`config.mk`:
```
export PLATFORM = sky130hd
export DESIGN_NAME = num2str_stream_flat
export DESIGN_NICKNAME = d
export VERILOG_FILES = /design/src/rtl/num2str_stream_if.sv /design/src/rtl/num2str_stream.sv /design/src/flat_wrapper.sv
export SDC_FILE = /design/constraint.sdc
export NUM_CORES = 1
export LEC_CHECK = 0
export BUFFER_PORTS_ARGS = -buffer_cell sky130_fd_sc_hd__buf_2
export CAP_MARGIN = 10
export CORE_MARGIN = 2
export CORE_UTILIZATION = 40
export DETAILED_ROUTE_END_ITERATION = 10
export GPL_ROUTABILITY_DRIVEN = 0
export PLACE_DENSITY = 0.59
export SLEW_MARGIN = 15
export SYNTH_ARGS = -nofsm -noshare
export SYNTH_HDL_FRONTEND = slang
export SYNTH_SLANG_ARGS = --single-unit
```
`constraint.sdc`:
```
create_clock -name clk -period 12.3 [get_ports clk]
set_clock_uncertainty 0.05 [all_clocks]
set_input_delay 0 -clock clk [delete_from_list [all_inputs] [get_ports clk]]
set_output_delay 0 -clock clk [all_outputs]
set_load 0.005 [all_outputs]
```
`src/rtl/num2str_stream_if.sv`:
```
// Handshake bundle for num2str_stream: binary sample in, fixed-width character string out.
interface num2str_stream_if #(
    parameter int DATA_WIDTH = 32,
    parameter int MAX_NUM    = 8
);
    logic                    in_valid;
    logic                    in_ready;
    logic [DATA_WIDTH-1:0]   data_in;
    logic                    signed_in;
    logic                    out_valid;
    logic                    out_ready;
    logic [MAX_NUM*8-1:0]    data_out;
    logic                    overflow;

    modport master (
        output in_valid, data_in, signed_in, out_ready,
        input  in_ready, out_valid, data_out, overflow
    );

    modport slave (
        input  in_valid, data_in, signed_in, out_ready,
        output in_ready, out_valid, data_out, overflow
    );
endinterface

```
`src/rtl/num2str_stream.sv`:
```
// Streaming binary-to-ASCII decimal converter, one character slot per clock.
// Signed input support is compiled in when NUM2STR_SIGNED_EN is defined.
module num2str_stream #(
    parameter int         DATA_WIDTH    = 32,
    parameter int         MAX_NUM       = 8,
    parameter int         FRAC_DIGITS   = 0,
    parameter int         LEADING_ZEROS = 0,
    parameter logic [7:0] PAD_CHAR      = 8'hFF
) (
    input  logic            clk,
    input  logic            rst_n,
    num2str_stream_if.slave bus
);
    localparam int SW         = $clog2(MAX_NUM + 1);
    localparam int MIN_DIGITS = (FRAC_DIGITS > 0) ? FRAC_DIGITS + 2 : 1;
    localparam logic [SW-1:0] LAST_SLOT = SW'(MAX_NUM - 1);
    localparam logic [SW-1:0] POINT_SLOT = SW'(FRAC_DIGITS);
    localparam logic [SW-1:0] MIN_SLOTS  = SW'(MIN_DIGITS);

    typedef enum logic [1:0] {IDLE, CONV, DONE} state_t;

    state_t                  state;
    logic [SW-1:0]           s;
    logic                    ready;
    logic                    valid;
    logic [MAX_NUM*8-1:0]    result;
    logic                    result_ovf;

    logic [DATA_WIDTH-1:0]   work;
    logic [DATA_WIDTH-1:0]   work_next;
    logic [MAX_NUM*8-1:0]    shadow;
    logic [MAX_NUM*8-1:0]    shadow_next;
    logic [DATA_WIDTH-1:0]   load_value;
    logic [7:0]              slot_char;
    logic                    sign_set;
    logic                    ovf_next;
    logic                    accept;
    logic                    neg;
    logic                    sgn;
    logic                    sign_done;

    function automatic logic [7:0] ascii_digit(input logic [DATA_WIDTH-1:0] value);
        logic [DATA_WIDTH-1:0] rem;
        rem = value % DATA_WIDTH'(10);
        return 8'h30 + {4'h0, rem[3:0]};
    endfunction

    assign accept = (state == IDLE) && bus.in_valid;

`ifdef NUM2STR_SIGNED_EN
    logic signed [DATA_WIDTH-1:0] sample;

    // Two's complement magnitude; the most negative value maps to 2^(W-1) as unsigned.
    function automatic logic [DATA_WIDTH-1:0] magnitude(input logic signed [DATA_WIDTH-1:0] value);
        logic signed [DATA_WIDTH-1:0] negated;
        negated = -value;
        return (value < 0) ? $unsigned(negated) : $unsigned(value);
    endfunction

    assign sample     = bus.data_in;
    assign load_value = bus.signed_in ? magnitude(sample) : bus.data_in;

    always_ff @(posedge clk) begin
        if (accept) begin
            neg       <= bus.signed_in & sample[DATA_WIDTH-1];
            sgn       <= bus.signed_in;
            sign_done <= 1'b0;
        end else if (state == CONV) begin
            sign_done <= sign_done | sign_set;
        end
    end
`else
    logic unused_signed;

    assign load_value    = bus.data_in;
    assign neg           = 1'b0;
    assign sgn           = 1'b0;
    assign sign_done     = 1'b0;
    assign unused_signed = bus.signed_in;
`endif

    // Character for the current slot, in priority order: point, sign slot, digit, sign, pad.
    always_comb begin
        slot_char = PAD_CHAR;
        work_next = work;
        sign_set  = 1'b0;
        if (FRAC_DIGITS > 0 && s == POINT_SLOT) begin
            slot_char = 8'h2E;
        end else if (LEADING_ZEROS != 0 && sgn && s == LAST_SLOT) begin
            slot_char = neg ? 8'h2D : PAD_CHAR;
            sign_set  = neg;
        end else if (work != '0 || s < MIN_SLOTS || LEADING_ZEROS != 0) begin
            slot_char = ascii_digit(work);
            work_next = work / DATA_WIDTH'(10);
        end else if (neg && !sign_done) begin
            slot_char = 8'h2D;
            sign_set  = 1'b1;
        end
        shadow_next            = shadow;
        shadow_next[8*s +: 8]  = slot_char;
        ovf_next               = (work_next != '0) | (neg & ~(sign_done | sign_set));
    end

    always_ff @(posedge clk) begin
        if (accept) begin
            work <= load_value;
        end else if (state == CONV) begin
            work   <= work_next;
            shadow <= shadow_next;
        end
    end

    always_ff @(posedge clk or negedge rst_n) begin
        if (!rst_n) begin
            state      <= IDLE;
            s          <= '0;
            ready      <= 1'b1;
            valid      <= 1'b0;
            result_ovf <= 1'b0;
            result     <= {MAX_NUM{PAD_CHAR}};
        end else begin
            case (state)
                IDLE: begin
                    if (bus.in_valid) begin
                        state <= CONV;
                        s     <= '0;
                        ready <= 1'b0;
                    end
                end
                CONV: begin
                    s <= s + 1'b1;
                    if (s == LAST_SLOT) begin
                        state      <= DONE;
                        valid      <= 1'b1;
                        result     <= shadow_next;
                        result_ovf <= ovf_next;
                    end
                end
                DONE: begin
                    if (bus.out_ready) begin
                        state <= IDLE;
                        valid <= 1'b0;
                        ready <= 1'b1;
                    end
                end
                default: begin
                    state <= IDLE;
                    ready <= 1'b1;
                    valid <= 1'b0;
                end
            endcase
        end
    end

    assign bus.in_ready  = ready;
    assign bus.out_valid = valid;
    assign bus.data_out  = result;
    assign bus.overflow  = result_ovf;
endmodule

```
`src/flat_wrapper.sv`:
```
// flat-port wrapper written by rule: the top's interface ports become plain ports
module num2str_stream_flat 
#(
    parameter int         DATA_WIDTH    = 32,
    parameter int         MAX_NUM       = 8,
    parameter int         FRAC_DIGITS   = 0,
    parameter int         LEADING_ZEROS = 0,
    parameter logic [7:0] PAD_CHAR      = 8'hFF
)
  (clk, rst_n, bus_in_valid, bus_data_in, bus_signed_in, bus_out_ready, bus_in_ready, bus_out_valid, bus_data_out, bus_overflow);
  num2str_stream_if #(.DATA_WIDTH(DATA_WIDTH), .MAX_NUM(MAX_NUM)) bus_i ();
  input  logic clk;
  input  logic rst_n;
  input wire logic [$bits(bus_i.in_valid)-1:0] bus_in_valid;
  input wire logic [$bits(bus_i.data_in)-1:0] bus_data_in;
  input wire logic [$bits(bus_i.signed_in)-1:0] bus_signed_in;
  input wire logic [$bits(bus_i.out_ready)-1:0] bus_out_ready;
  output wire logic [$bits(bus_i.in_ready)-1:0] bus_in_ready;
  output wire logic [$bits(bus_i.out_valid)-1:0] bus_out_valid;
  output wire logic [$bits(bus_i.data_out)-1:0] bus_data_out;
  output wire logic [$bits(bus_i.overflow)-1:0] bus_overflow;
  assign bus_i.in_valid = bus_in_valid;
  assign bus_i.data_in = bus_data_in;
  assign bus_i.signed_in = bus_signed_in;
  assign bus_i.out_ready = bus_out_ready;
  assign bus_in_ready = bus_i.in_ready;
  assign bus_out_valid = bus_i.out_valid;
  assign bus_data_out = bus_i.data_out;
  assign bus_overflow = bus_i.overflow;
  num2str_stream #(.DATA_WIDTH(DATA_WIDTH), .MAX_NUM(MAX_NUM), .FRAC_DIGITS(FRAC_DIGITS), .LEADING_ZEROS(LEADING_ZEROS), .PAD_CHAR(PAD_CHAR)) u_core (.clk(clk), .rst_n(rst_n), .bus(bus_i));
endmodule
```
==> results.sh <==
export IMPL_outcome="complete, no violations"
export IMPL_grt_pass1_vias=10800
export IMPL_area_growth_pct=24.8
export IMPL_synth_enable_flop_cells=96
export IMPL_crit_path_max_incr_delay_ns=0.57
export IMPL_timing_slew_headroom_pct=35.4
export IMPL_setup_viol=0
export IMPL_crit_family="compound AO/OA/AOI/OAI gates"
export IMPL_avgRoutedWirePerCell_um=17.7
export IMPL_max_freq_ghz=0.0854
export IMPL_die_h_um=177
export IMPL_grt_pass1_wl_um=56000
export IMPL_dp_hpwl_um=24000
export IMPL_fin_cells=1955
export IMPL_synthArstFlopShare_pct=43.2
export IMPL_overflow=0
export IMPL_synth_area_leaders="edfxtp_1, dfstp_2, nand2_1"
export IMPL_yosysSeqAreaShare_pct=40.1
export IMPL_num_nets_final=1596
export IMPL_drv_cap=0
export IMPL_crit_buf_inv=7
export IMPL_endpoint_kind="flip-flop"
export IMPL_worstSetupPathType="flip-flop to flip-flop"
export IMPL_hold_violations=0
export IMPL_antenna_left=0
export IMPL_start_kind="flip-flop"
export IMPL_route_detailed_drc=0
export IMPL_vias=11400
export IMPL_synth_top_area_share_pct=24.1
export IMPL_grt_usage_pct=22.2
export IMPL_cts_tree="built"
export IMPL_yosysTopAreaCell="edfxtp_1"
export IMPL_die_area_sq_mm=0.0313
export IMPL_drive_gt1_share_pct=30.9
export IMPL_path_max_fanout=10
export IMPL_fin_setup_tns_ns=0
export IMPL_grt_max_degree=74
export IMPL_worst_pin_slew_ns=0.969
export IMPL_antenna_found_initial=1
export IMPL_clkLatencyLatePin_ns=0.46
export IMPL_htree_levels=4
export IMPL_syn_avg_cell_area_sq_um=9.07
export IMPL_die_w_um=177
export IMPL_slowest_stage="or4_4"
export IMPL_drtPass1Iterations=7
export IMPL_post_route_period_util_pct=95.2
export IMPL_ys_warn_count=0
export IMPL_core_region_area_sq_mm=0.0296
export IMPL_cts_clk_slew_worst_paths_ns=0.07
export IMPL_syn_num_nets=1361
export IMPL_maxSlewViolCount=0
export IMPL_cts_made_buffers=17
export IMPL_synthCells=1318
export IMPL_ys_seq_elements=169
export IMPL_crit_arrival_ns=11.86
export IMPL_hp_class="primary input to async pin"
export IMPL_synth_area_sq_mm=0.0119
export IMPL_fin_crit_ns=11.71
export IMPL_start_util_pct=40.4
export IMPL_cts_root_buf="clkbuf_16"
export IMPL_io_pins=104
export IMPL_synth_cell_type_count=114
export IMPL_rows=63
export IMPL_routed_wl_um=34600
export IMPL_portBuffers=102
export IMPL_drtIter0Drc=1100
export IMPL_ctsLongestPathBuffers=2
export IMPL_crit_path_frequent_cell="buf_4"
export IMPL_drt_vias_per_instance=5.84
export IMPL_cp_required_ns=12.45
export IMPL_place_inst=1870
export IMPL_cts_sinks=169
export IMPL_synth_main_ff_cell="edfxtp_1"
cell usage in the layout, fill, tap and decap left out, types with 16 or more instances in the layout:
cell / count
buf_2: 101
nand3_1: 43
clkbuf_16: 17
a211oi_1: 23
a31oi_1: 25
dfstp_2: 65
mux2_2: 42
nand2_1: 172
o211ai_1: 16
o21ai_1: 33
a21oi_1: 47
nand4_1: 24
dlygate4sd3_1: 35
inv_1: 33
edfxtp_1: 96
o21ai_0: 72
nor2_1: 128
nand2b_1: 22
buf_4: 165
nor3_1: 34
state kept, by name, summed over array words and instances, names as in the netlist:
register              count
u_core.bus.data_out      64
u_core.work              32
u_core.bus.overflow       1
u_core.bus.out_valid      1
u_core.shadow            64
u_core.state              2
u_core.s                  4
u_core.bus.in_ready       1
timing repair:
action / 4_1_cts / 5_1_grt
gates resized for setup: 0 / 15
buffers inserted: 0 / 19
hold endpoints to repair: 45 / 0
hold buffers: 35 / 0
endpoints found under the setup margin: 0 / 46
worst reg2reg max path, delay by kind of cell (launching register included):
kind	cells	cell delay, ns
AOI/OAI and AO/OA	20	5.17
buffers and inverters	7	1.24
and+or+nand+nor	15	4.24
DFF	1	0.53
xor gates and xnor gates	1	0.24
through the flow:
| step | cell area (sq um) | worst slack, ns | hold slack, ns | util [%] |
|---|---|---|---|---|
| 4_1_cts | 14700 | 0.351 | 0.243 | 49.7 |
| 3_5_place_dp | 13700 | 0.392 | 0.182 | 46.4 |
| 3_3_place_gp | 13700 | 0.565 | 0.170 | 46.4 |
| 6_report | 14900 | 0.587 | 0.244 | 50.5 |
| 5_1_grt | 14900 | -0.0491 | 0.307 | 50.5 |
| 2_1_floorplan | 11900 | 1.54 | -0.346 | - |
per-layer routing:
metal	vias up	GRT usage [%]	wire length, um
met5	-	0	0
met4	0	5.89	577
met3	36	4.19	1650
met2	322	36.8	16200
met1	5565	29.9	16100
li1	5501	-	-
area by class of cell:
type | instances | area (sq um)
Fill cell | 2772 | 14600
Multi-Input combinational cell | 1023 | 6730
Sequential cell | 169 | 4790
Timing Repair Buffer | 304 | 2140
Tap cell | 390 | 488
Clock buffer | 18 | 439
Clock inverter | 12 | 179
Inverter | 38 | 143
Antenna cell | 1 | 2.50
synthesized netlist by cell type, drive strengths merged, types with 31 or more instances:
| master | number |
|---|---|
| a21oi | 50 |
| dfstp | 65 |
| a211oi | 31 |
| clkbuf | 63 |
| nand3 | 44 |
| o21ai | 106 |
| edfxtp | 96 |
| nand2 | 174 |
| nor3 | 39 |
| mux2 | 43 |
| nor2 | 130 |
| inv | 35 |
final timing paths:
path                                   startpoint                      to  slack [ns]  cells after the start
max in group asynchronous                   rst_n         u_core.state[1]       11.35                      2
hold reg to reg            u_core.bus.data_out[3]  u_core.bus.data_out[3]        0.40                      2
setup reg to reg                  u_core.work[28]       u_core.shadow[34]        0.59                     43
setup / recovery                  u_core.work[28]       u_core.shadow[34]        0.59                     43
min in group clk                  bus_data_in[17]         u_core.work[17]        0.29                      4
hold / removal                              rst_n             u_core.s[1]        0.24                      2
logic make-up after synthesis:
| family | share of synthesized area, % |
|---|---|
| simple gates | 22.1 |
| compound gates | 25.7 |
| flops | 40.1 |
| buf+inv | 4.38 |
| mux | 5.53 |
| xor+xnor | 1.24 |
| fa+ha+maj | 0.974 |
Power is left out: the tool's default activity adds up to more than one toggle a clock period on the data nets, which glitch-free logic cannot reach.
